<file path="src/rtl/finite_mod_unshift.sv">
// finite_mod_unshift: streaming decoder for the finite-residue offset code.
// Accepts W-bit codes, flags codes >= MODULUS as errors, recovers
// (code - OFFSET) mod MODULUS and holds results in a 2-entry FIFO.
// Optional feature macro: FINITE_MOD_CHECKSUM_EN adds a running
// mod-MODULUS sum of every error-free entry popped by the consumer.
module finite_mod_unshift #(
    parameter int MODULUS = 20,
    parameter int OFFSET  = 6,
    parameter int W       = 5
) (
    input  logic         clk,
    input  logic         rst,
    input  logic         in_valid,
    output logic         in_ready,
    input  logic [W-1:0] in_code,
    output logic         out_valid,
    input  logic         out_ready,
    output logic [W-1:0] out_data,
    output logic         out_err,
    output logic [7:0]   err_count
`ifdef FINITE_MOD_CHECKSUM_EN
    ,
    output logic [W-1:0] checksum
`endif
);

    // One extra bit keeps code + MODULUS - OFFSET from wrapping.
    localparam logic [W:0] MOD_X = MODULUS[W:0];
    localparam logic [W:0] OFF_X = OFFSET[W:0];

    // The state is the number of queued entries.
    typedef enum logic [1:0] {
        ST_EMPTY = 2'd0,
        ST_ONE   = 2'd1,
        ST_FULL  = 2'd2
    } state_t;

    state_t         state_q, state_d;
    logic [W-1:0]   head_data_q, head_data_d;
    logic           head_err_q, head_err_d;
    logic [W-1:0]   tail_data_q, tail_data_d;
    logic           tail_err_q, tail_err_d;
    logic [7:0]     err_count_q, err_count_d;

    logic [W:0]     code_x;
    logic           dec_err;
    logic [W-1:0]   dec_data;
    logic           push;
    logic           pop;

    // Decode the incoming code; illegal codes carry data 0.
    always_comb begin
        code_x   = {1'b0, in_code};
        dec_err  = 1'b0;
        dec_data = '0;
        if (code_x >= MOD_X) begin
            dec_err  = 1'b1;
        end else if (code_x >= OFF_X) begin
            dec_data = W'(code_x - OFF_X);
        end else begin
            dec_data = W'(code_x + MOD_X - OFF_X);
        end
    end

    // Ready is a pure function of occupancy, forced low while in reset.
    assign in_ready  = rst && (state_q != ST_FULL);
    assign out_valid = (state_q != ST_EMPTY);
    assign out_data  = head_data_q;
    assign out_err   = head_err_q;
    assign err_count = err_count_q;

    assign push = in_valid && in_ready;
    assign pop  = out_valid && out_ready;

    // Queue next-state: the head is always the oldest entry.
    always_comb begin
        state_d     = state_q;
        head_data_d = head_data_q;
        head_err_d  = head_err_q;
        tail_data_d = tail_data_q;
        tail_err_d  = tail_err_q;
        case (state_q)
            ST_EMPTY: begin
                if (push) begin
                    head_data_d = dec_data;
                    head_err_d  = dec_err;
                    state_d     = ST_ONE;
                end
            end
            ST_ONE: begin
                if (push && pop) begin
                    // Old head leaves as the new entry takes its place.
                    head_data_d = dec_data;
                    head_err_d  = dec_err;
                end else if (push) begin
                    tail_data_d = dec_data;
                    tail_err_d  = dec_err;
                    state_d     = ST_FULL;
                end else if (pop) begin
                    state_d     = ST_EMPTY;
                end
            end
            ST_FULL: begin
                if (pop) begin
                    head_data_d = tail_data_q;
                    head_err_d  = tail_err_q;
                    state_d     = ST_ONE;
                end
            end
            default: begin
                state_d = ST_EMPTY;
            end
        endcase
    end

    // Saturating count of accepted illegal codes.
    always_comb begin
        err_count_d = err_count_q;
        if (push && dec_err && (err_count_q != 8'hFF)) begin
            err_count_d = err_count_q + 8'd1;
        end
    end

    // State and storage registers.
    always_ff @(posedge clk or negedge rst) begin
        if (!rst) begin
            state_q     <= ST_EMPTY;
            head_data_q <= '0;
            head_err_q  <= 1'b0;
            tail_data_q <= '0;
            tail_err_q  <= 1'b0;
            err_count_q <= 8'd0;
        end else begin
            state_q     <= state_d;
            head_data_q <= head_data_d;
            head_err_q  <= head_err_d;
            tail_data_q <= tail_data_d;
            tail_err_q  <= tail_err_d;
            err_count_q <= err_count_d;
        end
    end

`ifdef FINITE_MOD_CHECKSUM_EN
    logic [W-1:0] checksum_q, checksum_d;
    logic [W:0]   sum_x;

    // Both operands are below MODULUS, so one conditional subtract suffices.
    always_comb begin
        checksum_d = checksum_q;
        sum_x      = {1'b0, checksum_q} + {1'b0, head_data_q};
        if (pop && !head_err_q) begin
            if (sum_x >= MOD_X) begin
                checksum_d = W'(sum_x - MOD_X);
            end else begin
                checksum_d = W'(sum_x);
            end
        end
    end

    // Checksum register.
    always_ff @(posedge clk or negedge rst) begin
        if (!rst) begin
            checksum_q <= '0;
        end else begin
            checksum_q <= checksum_d;
        end
    end

    assign checksum = checksum_q;
`endif

endmodule

</file>
<file path="config.mk">
export PLATFORM = sky130hd
export DESIGN_NAME = finite_mod_unshift
export DESIGN_NICKNAME = d
export VERILOG_FILES = /design/src/rtl/finite_mod_unshift.sv
export SDC_FILE = /design/constraint.sdc
export NUM_CORES = 1
export LEC_CHECK = 0
export BUFFER_PORTS_ARGS = -buffer_cell sky130_fd_sc_hd__buf_2
export CELL_PAD_IN_SITES_DETAIL_PLACEMENT = 1
export CELL_PAD_IN_SITES_GLOBAL_PLACEMENT = 1
export CORE_UTILIZATION = 36
export CTS_CLUSTER_DIAMETER = 40
export CTS_CLUSTER_SIZE = 10
export DETAILED_ROUTE_END_ITERATION = 12
export PLACE_DENSITY = 0.82
export RECOVER_POWER = 100
export REMOVE_ABC_BUFFERS = 1
export SLEW_MARGIN = 20
export SYNTH_ARGS = -nofsm -noshare
export SYNTH_HDL_FRONTEND = slang
export SYNTH_SLANG_ARGS = --single-unit
</file>
<file path="constraint.sdc">
create_clock -name clk -period 1.4 [get_ports clk]
set_input_delay 0.21 -clock clk [delete_from_list [all_inputs] [get_ports clk]]
set_output_delay 0.21 -clock clk [all_outputs]
set_load 0.02 [all_outputs]
</file>
Word-level counts from Yosys, hierarchy flattened
Index checks and enable logic that the tools add are counted.
{"block": "word_totals", "regBits": 22, "output_inout_bits": 16, "elab_cells": 51}
{"block": "op_classes", "add_sub_neg": 4, "n_lt_le_gt_ge": 2, "eq_ne": 9, "mux": 17, "bitwise_logic": 1, "reduce_logical": 12}
{"operator": "5-bit two-way mux", "n": 5}
{"operator": "5-bit case mux with 3 select lines", "n": 1}
{"operator": "2-bit two-way mux", "n": 5}
{"operator": "2-bit inequality test, second input constant", "n": 5}
{"operator": "5-bit by 3-bit subtractor with 5-bit output, second input constant", "n": 2}
{"operator": "8-bit by 1-bit adder with 8-bit output, second input constant", "n": 1}
{"operator": "8-bit inequality test, second input constant", "n": 1}
{"operator": "4-bit AND reduction", "n": 2}
{"operator": "1-bit logical AND", "n": 6}
{"operator": "2-bit case mux with 3 select lines", "n": 1}
{"operator": "5-bit adder, second input constant", "n": 1}
{"operator": "5-bit by 3-bit >= comparator with 1-bit output, second input constant", "n": 1}
{"operator": "5-bit >= comparator, second input constant", "n": 1}
{"operator": "1-bit two-way mux", "n": 4}
{"operator": "3-bit inequality test, second input constant", "n": 1}
{"operator": "1-bit case mux with 3 select lines", "n": 1}
{"operator": "3-bit AND reduction", "n": 1}
{"operator": "3-bit nonzero test", "n": 1}
{"operator": "2-bit by 1-bit == test with 1-bit output, second input constant", "n": 1}
{"operator": "2-bit == test, second input constant", "n": 1}
{"operator": "2-bit zero test", "n": 1}
{"operator": "2-bit nonzero test", "n": 1}
{"operator": "1-bit NOT", "n": 1}

Logic depth before layout (Yosys ltp)
Gate-level depths: netlist of run 1.
{"block": "depth", "word_depth": 6, "depth_mapped": 6, "mapped_depth_nobuf": 5}

Worst setup path after synthesis of run 1
Ideal clock, no wire load.
{"block": "synth_timing", "path_type": "reg-to-reg", "startpoint": "register err_count_q[0], in the netlist err_count[0]", "endpoint": "register err_count_q[1], in the netlist err_count[1]", "arrival_time_ns": 1.498, "path_slack_ns": -0.223, "path_stages_with_launch": 5, "path_buffers": 0, "cell_sequence": "dfrtp_1 > ha_1 > nand3_1 > o2111ai_2 > mux2_2"}
{"block": "synth_between", "elab_chain_cells": 2}
{"element": "from (decl)", "line": "43", "text": "logic [7:0] err_count_q, err_count_d;"}
{"element": "from (signal assigned)", "line": "139", "text": "err_count_q <= err_count_d;"}
{"element": "parallel branches: the longest is 2 deep, another holds 8-bit by 1-bit adder with 8-bit output"}
Several ways; the timed one is not identified.
A chain may end at the register's enable or synchronous reset.

Worst setup path in the final report of run 1
{"block": "layout_timing", "startpoint": "register state_q[0]", "endpoint": "register tail_data_q[3]"}
{"block": "layout_between", "elab_chain_cells": 6}
{"element": "from (decl)", "line": "38", "text": "state_t state_q, state_d;"}
{"element": "from (signal assigned)", "line": "134", "text": "state_q <= state_d;"}
{"element": "2-bit inequality test", "line": "66", "text": "assign in_ready = rst && (state_q != ST_FULL);"}
{"element": "1-bit logical AND", "line": "66"}
{"element": "1-bit logical AND", "line": "72", "text": "assign push = in_valid && in_ready;"}
{"element": "1-bit logical AND", "line": "91", "text": "if (push && pop) begin"}
{"element": "1-bit NOT (no line)"}
{"element": "3-bit AND reduction (no line) (*)"}
{"element": "to (signal assigned)", "line": "137", "text": "tail_data_q <= tail_data_d;"}
{"element": "to (decl)", "line": "41", "text": "logic [W-1:0] tail_data_q, tail_data_d;"}
Mark *: on every way between the ends. The rest lies on a longest branch, timed or not.

==> results of run 1 <==
-- cell families after synthesis --
family,count (synthesis)
adder cells (fa/ha/maj),3
AND/OR/NAND/NOR,50
flip-flops,22
AO/OA/AOI/OAI,21
XOR/XNOR,7
buffers and inverters,12
multiplexers,5
-- path summary, 6_finish.rpt --
check	start	endpoint	cells after the start
max	state_q[0]	tail_data_q[3]	4
min	in_code[0]	tail_data_q[0]	3
max reg2reg	state_q[0]	tail_data_q[3]	4
min reg2reg	tail_data_q[4]	tail_data_q[4]	1
max in group asynchronous	rst	state_q[1]	4
min in group asynchronous	rst	err_count[1]	4
-- flip-flops by register name (all words and copies together), names as in the netlist --
name / flops
out_err: 1
out_data: 5
tail_err_q: 1
state_q: 2
err_count: 8
tail_data_q: 5
-- tightest hold or removal path, delay by kind of cell --
family / cells / cell delay, ns
AOI/OAI and AO/OA: 1 / 0.06
buffers and inverters: 1 / 0.10
and+or+nand+nor: 1 / 0.05
-- what timing repair did --
| item | in CTS | in global routing |
|---|---|---|
| hold buffers | 2 | 0 |
| endpoints found under the setup margin | 17 | 22 |
| pin swaps | 4 | 9 |
| hold endpoints to repair | 13 | 0 |
| resized for setup | 19 | 21 |
| setup buffers | 6 | 8 |
-- cell type report --
class / count / area share
multi-input combinational: 86 / 0.3696
sequential: 22 / 0.2964
timing repair buffer: 68 / 0.2621
tap: 44 / 0.02957
clock inverter: 1 / 0.01613
inverter: 7 / 0.01411
clock buffer: 3 / 0.01210
-- placed cells by master (no fill, tap or decap), drive strengths merged, types with 4 or more instances in the layout --
cell type,count
nor2,13
dfrtp,22
clkbuf,12
mux2,4
inv,7
buf,57
nor3,7
nand3,6
nand2,7
xor2,6
a21oi,7
o21ai,5
-- power by group through the flow --
stage	Combinational (µW)	Clock, µW	Sequential (µW)
floorplan	280	0	1060
global placement	794	0	900
detailed placement	836	0	916
CTS	971	503	907
global route	1150	523	939
finish	1070	494	922
-- per-stage QoR --
| stage | setup WS, ns | hold slack (ns) |
|---|---|---|
| detailed placement | -0.1445 | 0.3481 |
| floorplan | -0.3736 | -0.08559 |
| global placement | -0.06275 | 0.3205 |
| CTS | -0.07209 | 0.1332 |
| global route | -0.1804 | 0.1335 |
| finish | -0.1291 | 0.1234 |
-- per-layer routing --
layer,track usage,part of all wire,vias to the layer above
met5,0,0,-
li1,-,-,554
met4,0.1190,0.028,0
met3,0.02857,0.020,11
met1,0.2511,0.36,576
met2,0.4854,0.59,32
==> impl_summary.md, run 1 <==
Clock network
Counting the buffers created by CTS gives 3. In this run the number of H-tree levels came out at 1. The worst-case clock buffer depth is 2.

The CTS tree is done. The number of clock sinks seen by CTS is 22. After clock tree synthesis, the clock-pin slew on the worst setup and hold paths is approximately 0.13 ns.

The later pin in the worst-skew pair is clocked with a latency of approximately 0.32 ns. The root buffer cell chosen for the clock tree is sky130_fd_sc_hd__clkbuf_4.

Synth
The synthesized-area fraction occupied by ao, oa, aoi and oai cells was 0.1118. The average cell area after synthesis is 9.697 µm². The synthesis warning total is 0.

The synthesized instance count is 120. By area, the combinational part of the netlist is dominated by simple AND/OR/NAND/NOR gates. Summing every instance area after synthesis gives 1164 µm². The register area share after synthesis is 0.4731. The share of synthesized area in the top cell type comes to 0.4731. The most instantiated library cell after synthesis is sky130_fd_sc_hd__dfrtp_1. The top flip-flop cell by instance count after synthesis is sky130_fd_sc_hd__dfrtp_1. The count of unique library cells instantiated by Yosys is 35. Counting flops and latches in the post-synthesis netlist gives 22. After synthesis, the cell types taking the most area are sky130_fd_sc_hd__dfrtp_1, sky130_fd_sc_hd__xor2_1, sky130_fd_sc_hd__nor2_1. The number of enable flip-flop cells after synthesis is 0. Of the total synthesized cell area, the portion taken by XOR and XNOR cells is 0.05269. Of the total synthesized cell area, the portion taken by full adders, half adders and majority gates is 0.03226. The share of cell area taken by muxes after synthesis is 0.04731. The share of synthesized cell area in and, or, nand and nor gates is 0.2376. Counting flops with an async set or reset pin after synthesis yields a share of 1.000.

The biggest area contributor in the post-synthesis netlist is sky130_fd_sc_hd__dfrtp_1. After synthesis, the most frequently instantiated cells are sky130_fd_sc_hd__dfrtp_1, sky130_fd_sc_hd__nor2_1.

Hold path
The min-delay analysis places its worst path in the category in2reg.

STA
Subtracting the final worst setup slack from the clock period gives between 1.5 and 2 ns. Setup violations remaining at the end of the flow were counted as 18. The maximum clock skew at final layout is 0.01002 ns. Measured against its own limit, the worst slew margin works out to 0.5918. The portion of the clock cycle consumed by the worst path in the final layout is 1.092.

The final hold violation count is 0. The slew at the pin closest to its max-slew limit is about 0.6 ns. In the final timing run, aggregate negative setup slack is -1.371 ns. The max-slew violation total from the final report is 0.

Setup repair after global routing could not meet its margin everywhere. Once routing completed, OpenROAD measured the worst setup slack at -0.1291 ns. Based on the critical path, the design can be clocked at up to 0.6540 GHz.

Drt
The number of nets still failing antenna checks after routing is 0. The via total after detailed routing is 1173. The total DRC errors in the routed layout is 0. The wire length reported by the detailed router is 4251 µm. Dividing the detail-routed wire length by the instance count gives around 18 µm. The count of TritonRoute iterations in the first routing pass is 4.

The ratio of routed vias to standard cells is between 5 and 6. The number of DRC violations after detailed-routing iteration 0 is 25.

Finish
The multi-input gate area in the final layout is 688.2 µm². The footprint of the flip-flops and latches is 551.8 µm². At the end of the flow, the number of nets in the layout was 200. The core occupancy in the finished layout is 0.6098.

The count of inserted antenna diode cells is 0. The final non-filler cell area is 1862 µm². The area growth from synthesis to layout is 60.00%. Of the cells placed in the final design, the portion with a size suffix greater than 1 is 0.4599.

The fill cell instance count of the final layout is 358. The final non-filler cell total is ~230.

Power
The peak supply drop is 615.9 µV. Of the total power, the share spent switching nets is 0.3517. Overall power consumption after layout is estimated at approximately 2500 µW. The power share of the combinational group is 0.429.

The part of the total power dissipated in the clock network is 0.199. The reported leakage power is 0.0009005 µW. The internal power of the cells totals 1610 µW. The net load switching power is a little under 900 µW.

The relative contribution of sequential cells to total power is 0.372. In this run the power density over the cells is 1333 nW/µm².

Die
The floorplan step defined a die boundary enclosing 3464 µm². In this run the horizontal extent of the chip is slightly below 60 µm. The starting density of the core is 0.3811.

In this run the vertical extent of the chip is 58.86 µm. For this design the top-level I/O count stands at 25. The floorplan step defined a core boundary enclosing 3053 µm².

The number of standard-cell rows in the floorplan is 20.

Worst setup path
The worst setup path is captured at a flip-flop. The critical path class is reg2reg. At the worst endpoint, the arrival time is around 1.8 ns. The largest individual stage delay along the critical path comes from the cell sky130_fd_sc_hd__dfrtp_1.

The category of cells accounting for the largest share of critical-path delay is simple AND/OR/NAND/NOR gates. For the worst setup path, the data required time is 1.62 ns. The launching element type of the critical path is a flip-flop. The number of buffer and inverter instances along the worst setup path is 0. In this design, the stage delay of the slowest critical-path cell is 0.42 ns.

The signal on the critical path passes through and2b_2 -> nor3b_4 -> or3b_1 -> o21a_1. The peak fanout along the critical path is 4. Setup slack on the worst reg-to-reg path comes out at -0.13 ns.

Placement
The port buffer count is 24. The HPWL after detailed placement is 2393 µm. Once placement completed, the tool counted placed cells totaling 212.

Routability-driven placement finished with a final weighted congestion of 0.8347. The area after detailed placement is between 1500 and 2000 µm².

Global route
The first-pass GRT wire length is 6141 µm. Across every metal layer, demand over resource in global routing totals 0.2457. Entering global routing, the biggest net connects 14 pins.

The via count of the first global-routing pass was around 1300. The total congestion overflow after global routing is 0. The number of antenna violations at the first check in global routing came to 0.

Flow run
The reported max-cap violation count is 0.

Status
The run finished, with violations left. The checks that failed: negative setup slack.
(Power assumes the default switching activity.)
==> run 2, diff against run 1 <==
Settings changed: MAX_ROUTING_LAYER from default to met4.
==> run 2 against run 1 <==
Effect of this change: the run still ends with negative setup slack left; register-to-register slack is essentially flat; worst hold slack lost 0.016 ns; combinational power is essentially flat.
==> impl_summary.md, run 2 (synthesis gave the netlist of run 1 again) <==
Clock network
After clock tree synthesis, the clock-pin slew on the worst setup and hold paths is ~0.13 ns. The worst-case clock buffer depth is 2. The clock root buffer is sky130_fd_sc_hd__clkbuf_4.

TritonCTS built the clock tree. CTS built an H-tree with a depth of 1. The tree built by TritonCTS fans out to 22 sinks.

The clock reaches the later pin of the worst-skew pair after approximately 0.34 ns. The TritonCTS buffer count is 3.

Finish
The synthesis-to-layout area growth is 60.00%. In the layout the commonest cells are sky130_fd_sc_hd__buf_4, sky130_fd_sc_hd__dfrtp_1, sky130_fd_sc_hd__buf_2. The final non-filler cell total is 231. In the final design database the tool counted 200 nets. With fillers left out, the area of the finished cells amounts to roughly 1900 µm².

Measured on the finished design, the core utilization comes to 0.6098. The proportion of layout cells with a drive suffix above 1 is 0.4599. The multi-input combinational cells in the finished layout cover a total of 688.2 µm².

The count of inserted antenna diode cells is 0. The footprint of the flip-flops and latches is 551.8 µm². Counting the fill cells in the layout gives 358. The register with the most flip-flops in the layout has 8 of them. Leaving out fill and tap cells, the most frequent cell in the layout is sky130_fd_sc_hd__buf_4.

Drt
The pre-antenna-repair detailed-routing pass consisted of 6 iterations. The total DRC errors in the routed layout is 0. The wire length reported by the detailed router is 4279 µm. The via total after detailed routing is roughly 1200. The average wire per standard cell is 18.52 µm. The count of nets left with antenna violations once routing finished came out at 0. The ratio of routed vias to standard cells is 5.156. After the first detailed-routing iteration, the DRC count stood at 38.

Power
Power spread over the standard cell area amounts to 1341 nW/µm². Summed over all cells, the static leakage comes to 0.0009005 µW. The part of the total power dissipated in the clock network is 0.203. The share of total power dissipated in combinational logic is 0.427.

Of the total power, the share spent switching nets is 0.3552. The internal power of the cells totals about 1600 µW. IR analysis of the VDD net gives a maximum drop of 628.2 µV. Of the total power, registers draw 0.370. Summed over all nets, the switching power comes to 886.5 µW.

Global route
The via count of the first global-routing pass is 1332. The first-pass GRT wire length is 6141 µm. The maximum number of pins on one net before global-route repair is 14.

After global routing the overflow that remains totals 0. The number of antenna violations at the first check in global routing is 0. The overall global routing resource usage is 0.2531.

Worst setup path
At the worst endpoint, the required time is roughly 1.6 ns. The end of the worst register-to-register path is tail_data_q[3]. The path depth of the worst reg2reg path is 4.

The largest individual stage delay along the critical path comes from the cell sky130_fd_sc_hd__dfrtp_1. The worst setup path is launched from a flip-flop. The critical path is of the reg2reg type. The critical path endpoint category is a flip-flop. On the worst path, the slowest cell contributes a delay of 0.42 ns.

The number of buffer and inverter instances along the worst setup path is 0. The endpoint of the worst setup timing path is tail_data_q[3]. In this run the critical register-to-register path is launched from state_q[0]. The kind of cell with the highest combined delay along the critical path is simple AND/OR/NAND/NOR gates. In this run the number of cells on the critical path is 4. The endpoint arrival time on the critical path is 1.76 ns.

Tracing the worst setup path back leads to its startpoint at state_q[0]. Traced cell by cell, the critical path runs through and2b_2 -> nor3b_4 -> or3b_1 -> o21a_1. The setup slack of the most critical reg-to-reg path is -0.13 ns.

Of all nets on the critical path, the largest fanout is 4.

Placement
Once placement completed, the tool counted placed cells totaling between 200 and 250. After legalization and detailed placement, the total HPWL measured 2393 µm. The area after detailed placement is 1530 µm².

At the end of routability-driven placement, the weighted congestion stood at approximately 0.85. During placement, the flow inserted port buffers numbering 24.

STA
Of the available clock period, the critical path in the final layout requires 1.094. Clock skew on the completed layout was measured at roughly 0.013 ns. The max-slew violation total from the final report is 0. In the post-route analysis, the smallest setup slack over all paths is -0.1317 ns.

Timing would allow up to around 0.65 GHz. Setup violations remaining at the end of the flow were counted as 18. The worst slack on hold paths is 0.1075 ns. At the pin with the least slew margin, the transition time is 0.6228 ns. Setup repair after global routing could not meet its margin everywhere. Measured against its own limit, the worst slew margin works out to 0.5834. Counting I/O delays and the setup requirement, the final critical path takes 1.532 ns. The final hold violation count is 0.

Die
The number of standard-cell rows in the floorplan is 20. The top-level I/O count is 25. In this run the horizontal extent of the chip is 58.86 µm. The area inside the core boundary is 3053 µm². For this configuration, the core starts out at a cell density of 0.3811. The die is roughly 60 µm tall.

The die footprint is 3464 µm².

Status
The checks that failed: negative setup slack. The flow ran to the end, but the final reports show violations.

Hold path
The min-delay analysis places its worst path in the category in2reg.

Flow run
The reported max-cap violation count is 0.
-- run 2: cell counts in the layout (fill, tap and decap cells not counted) --
No cell type changed its count.
-- run 2: metal layers --
metal | up-vias | wire length (µm) | track usage
li1 | 556 | - | -
met1 | 598 | 1536 | 0.2511
met2 | 28 | 2538 | 0.4854
met3 | 9 | 91 | 0.02857
met4 | 0 | 113 | 0.1190
met5 | - | 0 | -
-- run 2: cell type report --
class | instances | area share
clock buffers | 3 | 0.01210
clock inverters | 1 | 0.01613
inverters | 7 | 0.01411
multi-input cells | 86 | 0.3696
flip-flops and latches | 22 | 0.2964
well taps | 44 | 0.02957
repair buffers | 68 | 0.2621
-- run 2: worst min-delay path by stage --
stage          cells after the start        from  slack [ns]        endpoint
2_1_floorplan                      0         rst       -0.09    err_count[0]
3_3_place_gp                       3         rst        0.32    err_count[7]
3_5_place_dp                       3         rst        0.35    err_count[3]
4_1_cts                            3  in_code[0]        0.13  tail_data_q[0]
5_1_grt                            3  in_code[0]        0.13  tail_data_q[0]
6_report                           3  in_code[0]        0.11  tail_data_q[0]
-- run 2: worst min-delay path, stage by stage --
cell	delay [ns]
sky130_fd_sc_hd__buf_2	0.10
sky130_fd_sc_hd__nand3_1	0.05
sky130_fd_sc_hd__o21ai_1	0.06
-- run 2: power by group through the flow --
stage / Sequential (µW) / Clock [µW] / Combinational, µW
4_1_cts: 907 / 503 / 971
5_1_grt: 938 / 523 / 1150
6_report: 924 / 506 / 1070
3_3_place_gp: 900 / 0 / 794
3_5_place_dp: 916 / 0 / 836
2_1_floorplan: 1060 / 0 / 280
-- run 2: what timing repair did --
item | 4_1_cts | 5_1_grt
endpoints found under the setup margin | 17 | 22
pin swaps | 4 | 9
hold endpoints to repair | 13 | 0
resized for setup | 19 | 21
hold buffers | 2 | 0
buffers inserted | 6 | 8
-- run 2: per-stage QoR --
| stage | total power [µW] | worst slack (ns) | TNS (ns) |
|---|---|---|---|
| after global placement | 1694 | -0.06275 | -0.1248 |
| after detailed placement | 1752 | -0.1445 | -0.9166 |
| after global routing | 2614 | -0.1804 | -2.215 |
| final | 2496 | -0.1317 | -1.428 |
| after floorplan | 1342 | -0.3736 | -2.594 |
| after CTS | 2382 | -0.07209 | -0.2948 |
